===== src/rtl/me_pkg.sv =====
// Shared types and default geometry for the motion-estimation frame scheduler.
// Derived constants describe the macroblock grid of one frame at default size.
package me_pkg;

  typedef enum logic [1:0] {
    ST_IDLE,
    ST_ISSUE,
    ST_WAIT,
    ST_EMIT
  } state_t;

  localparam int unsigned DEF_FRAME_WIDTH  = 352;
  localparam int unsigned DEF_FRAME_HEIGHT = 240;
  localparam int unsigned DEF_MB_SIZE      = 16;
  localparam int unsigned DEF_WDOG_LIMIT   = 50000;

  localparam int unsigned MB_COLS    = DEF_FRAME_WIDTH / DEF_MB_SIZE;
  localparam int unsigned MB_ROWS    = DEF_FRAME_HEIGHT / DEF_MB_SIZE;
  localparam int unsigned FRAME_SIZE = DEF_FRAME_WIDTH * DEF_FRAME_HEIGHT;

  typedef struct packed {
    logic [4:0]         col;
    logic [3:0]         row;
    logic signed [5:0]  mv_x;
    logic signed [5:0]  mv_y;
    logic [15:0]        sad;
  } res_t;

endpackage


===== src/rtl/me_mb_counter.sv =====
// Raster-order macroblock column/row counter; updates one cycle after clear/advance.
// Exposes the post-advance position so callers can register it in the same edge.
module me_mb_counter
  import me_pkg::*;
#(
  parameter int unsigned COLS = MB_COLS,
  parameter int unsigned ROWS = MB_ROWS
) (
  input  logic       clk,
  input  logic       rst,
  input  logic       clear,
  input  logic       advance,
  output logic [4:0] col,
  output logic [3:0] row,
  output logic [4:0] col_nxt,
  output logic [3:0] row_nxt,
  output logic       last
);

  localparam logic [4:0] COL_MAX = 5'(COLS - 1);
  localparam logic [3:0] ROW_MAX = 4'(ROWS - 1);

  logic [4:0] col_q, col_d;
  logic [3:0] row_q, row_d;
  logic       col_at_end;

  always_comb begin
    col_at_end = (col_q == COL_MAX);
    col_nxt    = col_at_end ? 5'd0 : col_q + 5'd1;
    row_nxt    = col_at_end ? row_q + 4'd1 : row_q;
    last       = col_at_end && (row_q == ROW_MAX);
    col_d      = col_q;
    row_d      = row_q;
    if (clear) begin
      col_d = 5'd0;
      row_d = 4'd0;
    end else if (advance) begin
      col_d = col_nxt;
      row_d = row_nxt;
    end
  end

  always_ff @(posedge clk or posedge rst) begin
    if (rst) begin
      col_q <= 5'd0;
      row_q <= 4'd0;
    end else begin
      col_q <= col_d;
      row_q <= row_d;
    end
  end

  assign col = col_q;
  assign row = row_q;

endmodule


===== src/rtl/me_frame_sched.sv =====
// Walks a frame macroblock by macroblock through hexbs_top: start -> wait done edge -> emit result.
// One MB in flight; result held until res_ready, next me_start the cycle after the handshake.
module me_frame_sched
  import me_pkg::*;
#(
  parameter int unsigned FRAME_WIDTH  = DEF_FRAME_WIDTH,
  parameter int unsigned FRAME_HEIGHT = DEF_FRAME_HEIGHT,
  parameter int unsigned MB_SIZE      = DEF_MB_SIZE,
  parameter int unsigned WDOG_LIMIT   = DEF_WDOG_LIMIT
) (
  input  logic              clk,
  input  logic              rst,
  input  logic              frame_go,
  input  logic [7:0]        frame_idx,
  output logic              busy,
  output logic              frame_done,
  output logic              err_timeout,
  output logic              err_badframe,
  output logic              me_start,
  output logic [31:0]       me_frame_start_addr,
  output logic [31:0]       me_ref_start_addr,
  output logic [31:0]       me_mb_x,
  output logic [31:0]       me_mb_y,
  input  logic              me_done,
  input  logic signed [5:0] me_mv_x,
  input  logic signed [5:0] me_mv_y,
  input  logic [15:0]       me_sad,
  output logic              res_valid,
  input  logic              res_ready,
  output logic [4:0]        res_mb_col,
  output logic [3:0]        res_mb_row,
  output logic signed [5:0] res_mv_x,
  output logic signed [5:0] res_mv_y,
  output logic [15:0]       res_sad
);

  localparam int unsigned COLS   = FRAME_WIDTH / MB_SIZE;
  localparam int unsigned ROWS   = FRAME_HEIGHT / MB_SIZE;
  localparam int unsigned FSIZE  = FRAME_WIDTH * FRAME_HEIGHT;
  localparam int unsigned WDOG_W = $clog2(WDOG_LIMIT + 1);

  state_t            state_q, state_d;
  logic              busy_q, busy_d;
  logic              frame_done_q, frame_done_d;
  logic              err_timeout_q, err_timeout_d;
  logic              err_badframe_q, err_badframe_d;
  logic              me_start_q, me_start_d;
  logic [31:0]       frame_base_q, frame_base_d;
  logic [31:0]       ref_base_q, ref_base_d;
  logic [31:0]       mb_x_q, mb_x_d;
  logic [31:0]       mb_y_q, mb_y_d;
  logic              done_q, done_d;
  logic [WDOG_W-1:0] wdog_q, wdog_d;
  res_t              res_q, res_d;
  logic              res_valid_q, res_valid_d;

  logic       cnt_clear, cnt_advance, cnt_last;
  logic [4:0] cnt_col, cnt_col_nxt;
  logic [3:0] cnt_row, cnt_row_nxt;

  me_mb_counter #(
    .COLS (COLS),
    .ROWS (ROWS)
  ) u_mb_counter (
    .clk     (clk),
    .rst     (rst),
    .clear   (cnt_clear),
    .advance (cnt_advance),
    .col     (cnt_col),
    .row     (cnt_row),
    .col_nxt (cnt_col_nxt),
    .row_nxt (cnt_row_nxt),
    .last    (cnt_last)
  );

  always_comb begin
    state_d        = state_q;
    busy_d         = busy_q;
    frame_done_d   = 1'b0;
    err_timeout_d  = err_timeout_q;
    err_badframe_d = err_badframe_q;
    me_start_d     = 1'b0;
    frame_base_d   = frame_base_q;
    ref_base_d     = ref_base_q;
    mb_x_d         = mb_x_q;
    mb_y_d         = mb_y_q;
    done_d         = me_done;
    wdog_d         = wdog_q;
    res_d          = res_q;
    res_valid_d    = res_valid_q;
    cnt_clear      = 1'b0;
    cnt_advance    = 1'b0;

    case (state_q)
      ST_IDLE: begin
        if (frame_go) begin
          if (frame_idx != 8'd0) begin
            err_timeout_d  = 1'b0;
            err_badframe_d = 1'b0;
            frame_base_d   = 32'(frame_idx) * 32'(FSIZE);
            ref_base_d     = (32'(frame_idx) - 32'd1) * 32'(FSIZE);
            mb_x_d         = 32'd0;
            mb_y_d         = 32'd0;
            cnt_clear      = 1'b1;
            busy_d         = 1'b1;
            me_start_d     = 1'b1;
            state_d        = ST_ISSUE;
          end else begin
            err_badframe_d = 1'b1;
          end
        end
      end
      ST_ISSUE: begin
        wdog_d  = '0;
        state_d = ST_WAIT;
      end
      ST_WAIT: begin
        // A level already high on entry is left over from the previous MB.
        if (me_done && !done_q) begin
          res_d.col   = cnt_col;
          res_d.row   = cnt_row;
          res_d.mv_x  = me_mv_x;
          res_d.mv_y  = me_mv_y;
          res_d.sad   = me_sad;
          res_valid_d = 1'b1;
          state_d     = ST_EMIT;
        end else if (wdog_q == WDOG_W'(WDOG_LIMIT - 1)) begin
          wdog_d        = wdog_q + 1'b1;
          err_timeout_d = 1'b1;
          busy_d        = 1'b0;
          state_d       = ST_IDLE;
        end else begin
          wdog_d = wdog_q + 1'b1;
        end
      end
      ST_EMIT: begin
        if (res_ready) begin
          res_valid_d = 1'b0;
          if (cnt_last) begin
            frame_done_d = 1'b1;
            busy_d       = 1'b0;
            state_d      = ST_IDLE;
          end else begin
            cnt_advance = 1'b1;
            mb_x_d      = 32'(cnt_col_nxt) * 32'(MB_SIZE);
            mb_y_d      = 32'(cnt_row_nxt) * 32'(MB_SIZE);
            me_start_d  = 1'b1;
            state_d     = ST_ISSUE;
          end
        end
      end
      default: state_d = ST_IDLE;
    endcase
  end

  always_ff @(posedge clk or posedge rst) begin
    if (rst) begin
      state_q        <= ST_IDLE;
      busy_q         <= 1'b0;
      frame_done_q   <= 1'b0;
      err_timeout_q  <= 1'b0;
      err_badframe_q <= 1'b0;
      me_start_q     <= 1'b0;
      frame_base_q   <= 32'd0;
      ref_base_q     <= 32'd0;
      mb_x_q         <= 32'd0;
      mb_y_q         <= 32'd0;
      done_q         <= 1'b0;
      wdog_q         <= '0;
      res_q          <= '0;
      res_valid_q    <= 1'b0;
    end else begin
      state_q        <= state_d;
      busy_q         <= busy_d;
      frame_done_q   <= frame_done_d;
      err_timeout_q  <= err_timeout_d;
      err_badframe_q <= err_badframe_d;
      me_start_q     <= me_start_d;
      frame_base_q   <= frame_base_d;
      ref_base_q     <= ref_base_d;
      mb_x_q         <= mb_x_d;
      mb_y_q         <= mb_y_d;
      done_q         <= done_d;
      wdog_q         <= wdog_d;
      res_q          <= res_d;
      res_valid_q    <= res_valid_d;
    end
  end

  assign busy                = busy_q;
  assign frame_done          = frame_done_q;
  assign err_timeout         = err_timeout_q;
  assign err_badframe        = err_badframe_q;
  assign me_start            = me_start_q;
  assign me_frame_start_addr = frame_base_q;
  assign me_ref_start_addr   = ref_base_q;
  assign me_mb_x             = mb_x_q;
  assign me_mb_y             = mb_y_q;
  assign res_valid           = res_valid_q;
  assign res_mb_col          = res_q.col;
  assign res_mb_row          = res_q.row;
  assign res_mv_x            = res_q.mv_x;
  assign res_mv_y            = res_q.mv_y;
  assign res_sad             = res_q.sad;

endmodule


===== config.mk =====
export PLATFORM = sky130hd
export DESIGN_NAME = me_frame_sched
export DESIGN_NICKNAME = d
export VERILOG_FILES = /design/src/rtl/me_pkg.sv /design/src/rtl/me_mb_counter.sv /design/src/rtl/me_frame_sched.sv
export SDC_FILE = /design/constraint.sdc
export NUM_CORES = 1
export LEC_CHECK = 0
export ABC_AREA = 1
export BUFFER_PORTS_ARGS = -buffer_cell sky130_fd_sc_hd__buf_2
export CAP_MARGIN = 20
export CORE_AREA = 2 2 169 171
export DETAILED_ROUTE_END_ITERATION = 7
export DIE_AREA = 0 0 171 173
export GPL_ROUTABILITY_DRIVEN = 1
export SLEW_MARGIN = 10
export SYNTH_ARGS = -nofsm -noshare
export SYNTH_HDL_FRONTEND = slang
export SYNTH_HIERARCHICAL = 1
export SYNTH_SLANG_ARGS = --single-unit

===== constraint.sdc =====
create_clock -name clk -period 3.58 [get_ports clk]
set_clock_uncertainty 0.2 [all_clocks]
set_input_delay 0.716 -clock clk [delete_from_list [all_inputs] [get_ports clk]]
set_output_delay 0.716 -clock clk [all_outputs]
set_load 0.005 [all_outputs]

==> impl_results.html, run 1 <==
<table>
<tr><th>Metric</th><th>Value</th></tr>
<tr><th colspan="2">Logic synthesis</th></tr>
<tr><td>Netlist Area Pre-Place</td><td>8540 um^2</td></tr>
<tr><td>Syn avg cell area</td><td>8.60 um^2</td></tr>
<tr><td>#FFs+latches synth</td><td>between 100 and 150</td></tr>
<tr><td>Proportion of synthesized flip-flops having asynchronous set or reset</td><td>1.00</td></tr>
<tr><td>Parity-gate share of the synthesized area counting xor and xnor cells</td><td>0.0267</td></tr>
<tr><td>EDFF count, synth</td><td>0</td></tr>
<tr><td>Share of synthesized area occupied by flip-flops and latches</td><td>0.349</td></tr>
<tr><td>Synthesized instance count</td><td>993</td></tr>
<tr><td>Main combinational cell family by area after synthesis</td><td>simple AND/OR/NAND/NOR gates</td></tr>
<tr><td>Mux contribution to synthesized area</td><td>0.0488</td></tr>
<tr><td>Post-synthesis share of cell area spent on and, or, nand and nor gates</td><td>0.187</td></tr>
<tr><td>Post-synthesis compound-gate area fraction</td><td>0.0708</td></tr>
<tr><td>Total of warnings raised by yosys</td><td>6</td></tr>
<tr><td>Count of unique library cells instantiated by Yosys</td><td>45</td></tr>
<tr><td>Post-synthesis adder-cell area fraction</td><td>0.172</td></tr>
<tr><td>Prevailing post-synth register cell</td><td>sky130_fd_sc_hd__dfrtp_1</td></tr>
<tr><th colspan="2">Setup path</th></tr>
<tr><td>Capturing element type of the critical path</td><td>flop</td></tr>
<tr><td>Critical Path Fanout Max</td><td>4</td></tr>
<tr><td>Worst setup path class</td><td>in2reg</td></tr>
<tr><td>Reg-to-reg critical path startpoint</td><td>u_mb_counter/col[1]</td></tr>
<tr><td>Worst endpoint data arrival time</td><td>just under 4 ns</td></tr>
<tr><td>Crit path required time</td><td>3.72 ns</td></tr>
<tr><td>Crit path from</td><td>frame_idx[1]</td></tr>
<tr><td>Startpoint types</td><td>input port</td></tr>
<tr><th colspan="2">Finish</th></tr>
<tr><td>Area growth from synthesis to layout</td><td>32.3%</td></tr>
<tr><td>Core utilization of the finished layout</td><td>0.409</td></tr>
<tr><td>Antenna diodes</td><td>0</td></tr>
<tr><td>Number of standard cells in the layout, taps in and fillers out</td><td>roughly 1.6k</td></tr>
<tr><td>Share of cells above drive strength 1</td><td>0.344</td></tr>
<tr><td>Area of the multi-input gates</td><td>about 5000 um^2</td></tr>
<tr><td># fillers</td><td>between 2k and 3k</td></tr>
<tr><td>Footprint of the flip-flops and latches</td><td>slightly below 3000 um^2</td></tr>
<tr><td>Final #Nets</td><td>1390</td></tr>
<tr><th colspan="2">Floorplanning</th></tr>
<tr><td>Core region area</td><td>27600 um^2</td></tr>
<tr><td>Total I/O pin count</td><td>212</td></tr>
<tr><td>Die Span Y</td><td>173 um</td></tr>
<tr><td>Die boundary width</td><td>about 170 um</td></tr>
<tr><td>Floorplan die area</td><td>between 20000 and 30000 um^2</td></tr>
<tr><td>Standard-cell rows</td><td>61</td></tr>
<tr><td>Effective utilization at floorplan</td><td>0.309</td></tr>
<tr><th colspan="2">Clocking</th></tr>
<tr><td>Cell chosen for the clock root</td><td>sky130_fd_sc_hd__clkbuf_16</td></tr>
<tr><td>Level count of the clock H-tree</td><td>4</td></tr>
<tr><td>CTS clk-pin slew, worst paths</td><td>0.06 ns</td></tr>
<tr><td>Clock buffer count from CTS</td><td>17</td></tr>
<tr><td>Clock latency of the later-clocked register in the worst-skew pair</td><td>0.42 ns</td></tr>
<tr><td>TritonCTS clock tree</td><td>yes</td></tr>
<tr><td>Clock buffer depth</td><td>2</td></tr>
<tr><td>Hold_buf cts</td><td>0</td></tr>
<tr><td>Number of sinks driven by the clock tree</td><td>119</td></tr>
<tr><th colspan="2">Detailed routing</th></tr>
<tr><td>Vias per std cell</td><td>between 4 and 5</td></tr>
<tr><td>Average wire length per cell after detail routing</td><td>around 13 um</td></tr>
<tr><td># DRC</td><td>0</td></tr>
<tr><td>Count of antenna-violating nets left after detailed routing</td><td>0</td></tr>
<tr><td>Routed wl met3</td><td>778 um</td></tr>
<tr><td>Top routing layer used</td><td>met4</td></tr>
<tr><td>Violation count after the first detailed-route iteration</td><td>249</td></tr>
<tr><td>M1 WL</td><td>9510 um</td></tr>
<tr><td>Met2 routed WL</td><td>10500 um</td></tr>
<tr><td>Total routed wirelength</td><td>between 20000 and 25000 um</td></tr>
<tr><td>Total vias in the final route</td><td>6996</td></tr>
<tr><td>DRT Pass-1 Iters</td><td>4</td></tr>
<tr><th colspan="2">STA</th></tr>
<tr><td>Final Setup Violations</td><td>8</td></tr>
<tr><td>Rel. slew slack</td><td>0.647</td></tr>
<tr><td>RSZ-0062 raised after global routing</td><td>true</td></tr>
<tr><td>Hold Vio Cnt, Final</td><td>0</td></tr>
<tr><td>Number of max-slew violations in the final report</td><td>0</td></tr>
<tr><td>Measured slew at the worst slew-check pin</td><td>0.530 ns</td></tr>
<tr><td>Crit path setup slack, layout</td><td>-0.199 ns</td></tr>
<tr><td>Shortest period the worst path allows</td><td>3.78 ns</td></tr>
<tr><td>Share of the clock period used by the worst path</td><td>1.06</td></tr>
<tr><td>Highest clock frequency the design can meet</td><td>roughly 260 MHz</td></tr>
<tr><th colspan="2">Global route</th></tr>
<tr><td>Number of antenna violations at the first check in global routing</td><td>0</td></tr>
<tr><td>Pin count of the biggest net entering global routing</td><td>50</td></tr>
<tr><td>Wire length of the first global-routing pass</td><td>35200 um</td></tr>
<tr><td>Total track usage</td><td>0.148</td></tr>
<tr><td>Aggregate global routing overflow</td><td>0</td></tr>
<tr><td>Via count of the first global-routing pass</td><td>7020</td></tr>
<tr><th colspan="2">Job</th></tr>
<tr><td>Max_cap viols</td><td>0</td></tr>
<tr><th colspan="2">Worst hold path</th></tr>
<tr><td>Kind of path behind the tightest hold check</td><td>in2async</td></tr>
<tr><th colspan="2">Power and ir drop</th></tr>
<tr><td>Pleak</td><td>5.98 nW</td></tr>
<tr><td>Worst supply voltage drop on vdd</td><td>around 0.29 mV</td></tr>
<tr><td>Power per cell area</td><td>626 nW/um^2</td></tr>
<tr><td>Total Power Consumption</td><td>between 7 and 8 mW</td></tr>
<tr><th colspan="2">Placement</th></tr>
<tr><td>Global placement routability congestion</td><td>between 0.8 and 0.9</td></tr>
<tr><td>Cell total after placement</td><td>about 1.6k</td></tr>
<tr><td>HPWL after detailed placement</td><td>16200 um</td></tr>
<tr><td>Number of buffer cells added on primary ports</td><td>131</td></tr>
<tr><th colspan="2">Status</th></tr>
<tr><td>Status</td><td>complete, but fails checks</td></tr>
<tr><td>Failing checks</td><td>setup timing</td></tr>
</table>
==> per-layer routing <==
metal,global-route usage,vias to the layer above
met5,0,-
met4,0.0452,0
met3,0.0277,26
met2,0.250,135
met1,0.190,3309
li1,-,3526
==> stage by stage <==
step,instance area (um^2),hold WS (ns),setup slack [ns],setup TNS [ns]
2_1_floorplan,9040,0.246,-0.361,-2.19
3_3_place_gp,10300,0.260,-0.693,-9.34
3_5_place_dp,10300,0.261,-0.737,-10.21
4_1_cts,11000,0.0463,-0.139,-0.657
5_1_grt,11300,0.0701,-0.390,-2.39
6_report,11300,0.0647,-0.199,-1.23
==> worst paths after layout <==
path / slack (ns) / to / cells past startpoint
worst max register to register: 1.20 / u_mb_counter/col[4] / 11
min in group clk: 0.28 / me_ref_start_addr[26] / 2
max in group asynchronous: 2.44 / wdog_q[11] / 3
worst min register to register: 0.28 / me_ref_start_addr[26] / 2
worst max-delay path: -0.20 / me_ref_start_addr[25] / 19
worst min-delay path: 0.06 / res_mb_row[1] / 2
==> synthesized netlist by cell type (6+ instances only) <==
master                      n  area, um^2
sky130_fd_sc_hd__nand2_1  196         736
sky130_fd_sc_hd__inv_1    142         533
sky130_fd_sc_hd__dfrtp_1  119        2980
sky130_fd_sc_hd__ha_1      92        1150
sky130_fd_sc_hd__buf_4     84         631
sky130_fd_sc_hd__nand3_1   58         290
sky130_fd_sc_hd__nor2_1    51         191
sky130_fd_sc_hd__o21ai_0   42         210
sky130_fd_sc_hd__mux2_2    37         417
sky130_fd_sc_hd__a21oi_1   29         145
sky130_fd_sc_hd__xor2_1    20         175
sky130_fd_sc_hd__fa_1      16         320
sky130_fd_sc_hd__o21ai_1   12        60.1
sky130_fd_sc_hd__buf_2      8        40.0
sky130_fd_sc_hd__nand2_2    8        50.1
sky130_fd_sc_hd__a31oi_1    7        43.8
sky130_fd_sc_hd__inv_2      7        26.3
sky130_fd_sc_hd__nand4_1    6        37.5
sky130_fd_sc_hd__nor2_4     6        67.6
sky130_fd_sc_hd__xnor2_1    6        52.6
==> layout make-up <==
type                       count  share of cell area
clock buffer                  17              0.0376
multi-input combinational    710               0.452
timing repair buffer         244               0.138
tap                          378              0.0419
sequential                   119               0.264
clock inverter                15              0.0147
inverter                     149              0.0526
==> timing repair <==
| action | 4_1_cts | 5_1_grt |
|---|---|---|
| endpoints found under the setup margin | 13 | 15 |
| pin swaps | 18 | 15 |
| setup buffers | 2 | 5 |
| resized for setup | 29 | 42 |
==> registers in the layout (all words and copies together) (netlist names) <==
| name | flops |
|---|---|
| me_mb_y | 4 |
| busy | 1 |
| done_q | 1 |
| res_sad | 16 |
| err_badframe | 1 |
| state_q | 2 |
| res_valid | 1 |
| me_frame_start_addr | 16 |
| frame_done | 1 |
| wdog_q | 16 |
| res_mv_y | 6 |
| res_mv_x | 6 |
| res_mb_row | 4 |
| me_start | 1 |
| res_mb_col | 5 |
| me_ref_start_addr | 23 |
| u_mb_counter/row | 4 |
| u_mb_counter/col | 5 |
| me_mb_x | 5 |
| err_timeout | 1 |
==> power breakdown <==
part | leakage [nW] | switching [mW] | internal, mW | total, mW
Sequential | 1.54 | 0.232 | 1.77 | 2.00
Clock | 0.287 | 0.704 | 1.04 | 1.75
Combinational | 4.16 | 1.76 | 1.56 | 3.32
==> worst max-delay path, cell delays in order <==
cell	delay [ns]
sky130_fd_sc_hd__buf_12	0.11
sky130_fd_sc_hd__inv_12	0.05
sky130_fd_sc_hd__ha_4	0.17
sky130_fd_sc_hd__nand2_4	0.06
sky130_fd_sc_hd__nor2_4	0.11
sky130_fd_sc_hd__xor2_2	0.19
sky130_fd_sc_hd__ha_1	0.29
sky130_fd_sc_hd__inv_2	0.07
sky130_fd_sc_hd__fa_1	0.43
sky130_fd_sc_hd__fa_1	0.51
sky130_fd_sc_hd__inv_2	0.05
sky130_fd_sc_hd__ha_4	0.21
sky130_fd_sc_hd__ha_4	0.31
sky130_fd_sc_hd__inv_4	0.05
sky130_fd_sc_hd__o21bai_4	0.12
sky130_fd_sc_hd__a21oi_4	0.06
sky130_fd_sc_hd__o21ai_2	0.19
sky130_fd_sc_hd__nand3_1	0.10
sky130_fd_sc_hd__a21oi_1	0.14
==> cell families (layout without fill, tap and decap cells) <==
group                      count (synthesis)  after routing
AOI/OAI and AO/OA                        107            107
xor gates and xnor gates                  26             26
adders and majority gates                108            108
buffers and inverters                    243            425
DFF                                      119            119
muxes                                     37             37
other                                      1             80
and+or+nand+nor                          352            352
==> cell usage in the layout, fill, tap and decap left out, types with 22 or more instances in the layout <==
master,instances
sky130_fd_sc_hd__nor2_1,46
sky130_fd_sc_hd__buf_2,129
sky130_fd_sc_hd__nand2_1,182
sky130_fd_sc_hd__ha_1,71
sky130_fd_sc_hd__nand3_1,51
sky130_fd_sc_hd__buf_4,108
sky130_fd_sc_hd__conb_1,80
sky130_fd_sc_hd__dfrtp_1,119
sky130_fd_sc_hd__o21ai_0,32
sky130_fd_sc_hd__a21oi_1,22
sky130_fd_sc_hd__mux2_2,37
sky130_fd_sc_hd__inv_1,130
No activity file was read; power rests on OpenSTA's default activity.
==> run 2, diff against run 1 <==
- REMOVE_ABC_BUFFERS: unset -> 1
==> run 2 against run 1 <==
  * The flow still finishes with violations (setup timing)
  * Final area grew 2.3%
  * Sequential cell count is the same
  * Sequential power is essentially flat
  * Final cell count grew 1.1%
  * Total power shrank 0.75%
  * Count of clock-buffer cells in the layout grew 2
  * Combinational power grew 2%
  * First-iteration DRC count grew 6.0%
  * Utilization grew 0.92 points
  * Critical endpoint is now me_ref_start_addr[21]
==> impl_results.html, run 2 (same netlist as run 1, synthesis figures left out) <==
<table>
<tr><th>Metric</th><th>Value</th></tr>
<tr><th colspan="2">Status</th></tr>
<tr><td>Status</td><td>complete, but fails checks</td></tr>
<tr><td>Failing checks</td><td>setup timing</td></tr>
<tr><th colspan="2">Floorplanning</th></tr>
<tr><td>Floorplan die area</td><td>29600 um^2 (unchanged)</td></tr>
<tr><td>Effective utilization at floorplan</td><td>0.309 (unchanged)</td></tr>
<tr><td>Die boundary width</td><td>171 um (unchanged)</td></tr>
<tr><td>Standard-cell rows</td><td>61 (unchanged)</td></tr>
<tr><td>Total I/O pin count</td><td>212 (unchanged)</td></tr>
<tr><td>Core region area</td><td>27600 um^2 (unchanged)</td></tr>
<tr><td>Die Span Y</td><td>173 um (unchanged)</td></tr>
<tr><th colspan="2">Detailed routing</th></tr>
<tr><td>Count of antenna-violating nets left after detailed routing</td><td>0 (unchanged)</td></tr>
<tr><td>Total routed wirelength</td><td>19600 um (-6.9%)</td></tr>
<tr><td>Vias per std cell</td><td>4.25 (-0.75%)</td></tr>
<tr><td>Average wire length per cell after detail routing</td><td>11.9 um (-7.9%)</td></tr>
<tr><td>Total vias in the final route</td><td>7020 (+0.34%)</td></tr>
<tr><td>Violation count after the first detailed-route iteration</td><td>264 (+6.0%)</td></tr>
<tr><td># DRC</td><td>0 (unchanged)</td></tr>
<tr><td>DRT Pass-1 Iters</td><td>4 (unchanged)</td></tr>
<tr><th colspan="2">Clocking</th></tr>
<tr><td>Clock buffer depth</td><td>2 (unchanged)</td></tr>
<tr><td>Hold_buf cts</td><td>0 (unchanged)</td></tr>
<tr><td>TritonCTS clock tree</td><td>yes</td></tr>
<tr><td>Cell chosen for the clock root</td><td>sky130_fd_sc_hd__clkbuf_16</td></tr>
<tr><td>CTS clk-pin slew, worst paths</td><td>0.06 ns (about the same)</td></tr>
<tr><td>Number of sinks driven by the clock tree</td><td>119 (unchanged)</td></tr>
<tr><td>Clock latency of the later-clocked register in the worst-skew pair</td><td>0.42 ns (about the same)</td></tr>
<tr><td>Level count of the clock H-tree</td><td>4 (unchanged)</td></tr>
<tr><td>Clock buffer count from CTS</td><td>17 (unchanged)</td></tr>
<tr><th colspan="2">Power and ir drop</th></tr>
<tr><td>Net switching share of the total power</td><td>0.377 (-0.00403)</td></tr>
<tr><td>Combinational share of power</td><td>0.480 (+0.010)</td></tr>
<tr><td>Sw power</td><td>2.65 mW (-1.8%)</td></tr>
<tr><td>Internal power</td><td>4.37 mW (-0.10%)</td></tr>
<tr><td>Sequential power share</td><td>0.283 (about the same)</td></tr>
<tr><td>Power per cell area</td><td>607 nW/um^2 (-2.9%)</td></tr>
<tr><td>Clock share of power</td><td>0.237 (-0.010)</td></tr>
<tr><td>Worst supply voltage drop on vdd</td><td>0.322 mV (+12%)</td></tr>
<tr><td>Pleak</td><td>6.06 nW (+1.3%)</td></tr>
<tr><th colspan="2">Global route</th></tr>
<tr><td>Number of antenna violations at the first check in global routing</td><td>0 (unchanged)</td></tr>
<tr><td>Wire length of the first global-routing pass</td><td>32400 um (-8.0%)</td></tr>
<tr><td>Pin count of the biggest net entering global routing</td><td>83 (+66%)</td></tr>
<tr><td>Aggregate global routing overflow</td><td>0 (unchanged)</td></tr>
<tr><td>Via count of the first global-routing pass</td><td>6899 (-1.7%)</td></tr>
<tr><td>Total track usage</td><td>0.134 (-0.0135)</td></tr>
<tr><th colspan="2">Setup path</th></tr>
<tr><td>Worst endpoint data arrival time</td><td>3.90 ns (-0.02 ns)</td></tr>
<tr><td>Reg-to-reg critical path startpoint</td><td>state_q[0]</td></tr>
<tr><td>Cell depth of the worst setup path</td><td>20 (+1)</td></tr>
<tr><td>Destination of the worst register-to-register timing path</td><td>res_sad[8]</td></tr>
<tr><td>Crit path from</td><td>frame_idx[1]</td></tr>
<tr><td>Reg2Reg Depth</td><td>5 (-6)</td></tr>
<tr><td>CP Capture Point</td><td>me_ref_start_addr[21]</td></tr>
<tr><td>Cell with the biggest individual delay on the critical path</td><td>sky130_fd_sc_hd__fa_1</td></tr>
<tr><td>Startpoint types</td><td>input port</td></tr>
<tr><td>Number of buffers and inverters on the critical path</td><td>7 (+2)</td></tr>
<tr><td>Capturing element type of the critical path</td><td>flop</td></tr>
<tr><td>Crit path required time</td><td>3.69 ns (-0.03 ns)</td></tr>
<tr><td>Most frequent cell on the critical path</td><td>sky130_fd_sc_hd__ha_4</td></tr>
<tr><td>Sequence of cells on the critical path</td><td>buf_8 &gt; inv_6 &gt; ha_4 &gt; buf_4 &gt; xor2_4 &gt; ha_4 &gt; inv_2 &gt; fa_1 &gt; fa_1 &gt; inv_2 &gt; ha_4 &gt; ha_4 &gt; inv_4 &gt; o21bai_4 &gt; a21oi_2 &gt; buf_4 &gt; o21ai_2 &gt; nand2_1 &gt; nand3_1 &gt; nand2_1</td></tr>
<tr><td>Critical Path Fanout Max</td><td>4 (unchanged)</td></tr>
<tr><td>Slack of the worst reg-to-reg path</td><td>1.14 ns (-0.06 ns)</td></tr>
<tr><td>Crit-path leading delay family</td><td>adder cells</td></tr>
<tr><td>Delay of the slowest critical-path stage</td><td>0.54 ns (+0.03 ns)</td></tr>
<tr><td>Worst setup path class</td><td>in2reg</td></tr>
<tr><th colspan="2">Finish</th></tr>
<tr><td>Final #Nets</td><td>1408 (+1.3%)</td></tr>
<tr><td>Top library cells by usage in the layout, fill and taps aside</td><td>sky130_fd_sc_hd__nand2_1 (182), sky130_fd_sc_hd__inv_1 (129), sky130_fd_sc_hd__buf_2 (127), sky130_fd_sc_hd__buf_4 (127), sky130_fd_sc_hd__dfrtp_1 (119)</td></tr>
<tr><td>Area growth from synthesis to layout</td><td>35.3%</td></tr>
<tr><td>Antenna diodes</td><td>0 (unchanged)</td></tr>
<tr><td>Share of cells above drive strength 1</td><td>0.366 (+0.0211)</td></tr>
<tr><td>Number of flip-flops in the largest register</td><td>23 (unchanged)</td></tr>
<tr><td>Most common cell after layout, fill and taps aside</td><td>sky130_fd_sc_hd__nand2_1</td></tr>
<tr><th colspan="2">STA</th></tr>
<tr><td>Number of max-slew violations in the final report</td><td>0 (unchanged)</td></tr>
<tr><td>Setup TNS after final layout</td><td>-1.23 ns (-0.00507 ns)</td></tr>
<tr><td>Shortest period the worst path allows</td><td>3.79 ns (+0.00966 ns)</td></tr>
<tr><td>Rel. slew slack</td><td>0.578 (-0.0689)</td></tr>
<tr><td>Final Setup Violations</td><td>8 (unchanged)</td></tr>
<tr><td>Crit path setup slack, layout</td><td>-0.209 ns (-0.00966 ns)</td></tr>
<tr><td>Highest clock frequency the design can meet</td><td>264 MHz (-0.26%)</td></tr>
<tr><td>Final Hold Slack</td><td>0.0832 ns (+0.0185 ns)</td></tr>
<tr><td>RSZ-0062 raised after global routing</td><td>true</td></tr>
<tr><td>Share of the clock period used by the worst path</td><td>1.06 (+0.00270)</td></tr>
<tr><td>Measured slew at the worst slew-check pin</td><td>0.633 ns (+0.103 ns)</td></tr>
<tr><td>Hold Vio Cnt, Final</td><td>0 (unchanged)</td></tr>
<tr><th colspan="2">Placement</th></tr>
<tr><td>HPWL after detailed placement</td><td>14500 um (-10%)</td></tr>
<tr><td>Global placement routability congestion</td><td>0.818 (-6.3%)</td></tr>
<tr><td>Number of buffer cells added on primary ports</td><td>131 (unchanged)</td></tr>
<tr><th colspan="2">Job</th></tr>
<tr><td>Max_cap viols</td><td>0 (unchanged)</td></tr>
<tr><th colspan="2">Worst hold path</th></tr>
<tr><td>Kind of path behind the tightest hold check</td><td>in2async</td></tr>
</table>
[run 2: cell count changes in the layout (fill, tap and decap cells not counted), moves of 3 or more]
cell / before / now
sky130_fd_sc_hd__buf_4: 108 / 127
sky130_fd_sc_hd__ha_1: 71 / 66
sky130_fd_sc_hd__ha_4: 21 / 26
sky130_fd_sc_hd__nor2_4: 7 / 12
sky130_fd_sc_hd__o21ai_2: 2 / 6
sky130_fd_sc_hd__a21oi_1: 22 / 19
sky130_fd_sc_hd__a21oi_2: 6 / 9
sky130_fd_sc_hd__nand2_2: 20 / 17
sky130_fd_sc_hd__nand2_4: 3 / 6
sky130_fd_sc_hd__nor2_2: 9 / 6
sky130_fd_sc_hd__xor2_2: 6 / 3
[run 2: repair_timing]
action / in CTS / in global routing
gates resized for setup: 72 / 66
pin swaps: 34 / 48
endpoints found under the setup margin: 16 / 16
buffers inserted: 11 / 6
[run 2: final cells by class]
class	count	area, um^2
sequential	119	2980
clock buffer	19	443
clock inverter	13	123
fill	2737	16100
tap	378	473
multi-input combinational	710	5270
inverter	149	577
timing repair buffer	262	1690
[run 2: worst min-delay path by stage]
stage / depth (start not counted) / to / slack (ns) / from
detailed placement: 2 / me_frame_start_addr[13] / 0.26 / me_frame_start_addr[13]
global placement: 2 / me_frame_start_addr[19] / 0.26 / me_frame_start_addr[19]
global route: 2 / res_sad[9] / 0.09 / rst
floorplan: 1 / wdog_q[15] / 0.25 / wdog_q[15]
finish: 2 / res_mv_y[3] / 0.08 / rst
CTS: 2 / res_mv_y[3] / 0.07 / rst
[run 2: through the flow]
stage | power, mW | cell area [um^2] | utilization | std cells | setup slack (ns)
finish | 7.02 | 11600 | 0.418 | 1650 | -0.209
global route | 7.63 | 11600 | 0.418 | 1650 | -0.345
CTS | 6.86 | 11200 | 0.405 | 1644 | -0.147
detailed placement | 4.85 | 10200 | 0.368 | 1602 | -0.958
global placement | 4.81 | 10200 | 0.368 | 1602 | -0.927
floorplan | 3.63 | 8150 | - | 978 | -0.839
[run 2: worst register-to-register path: stages, from the launching register on]
cell,delay [ns]
sky130_fd_sc_hd__dfrtp_1,0.42
sky130_fd_sc_hd__inv_1,0.10
sky130_fd_sc_hd__ha_1,0.32
sky130_fd_sc_hd__nand3_2,0.55
sky130_fd_sc_hd__buf_4,0.44
sky130_fd_sc_hd__mux2_2,0.29
[run 2: power by group through the flow]
stage	Combinational [mW]	Sequential (mW)	Clock, mW
5_1_grt	3.81	2.04	1.78
4_1_cts	3.15	1.99	1.72
6_report	3.37	1.98	1.66
3_5_place_dp	2.83	2.02	0
3_3_place_gp	2.82	2.00	0
2_1_floorplan	1.59	2.04	0
[run 2: per-layer routing]
layer | GRT usage | vias up | part of all wire
met1 | 0.164 | 3259 | 0.45
met2 | 0.235 | 161 | 0.49
li1 | - | 3577 | -
met4 | 0.0328 | 0 | 0.013
met5 | 0 | - | 0
met3 | 0.0336 | 23 | 0.054
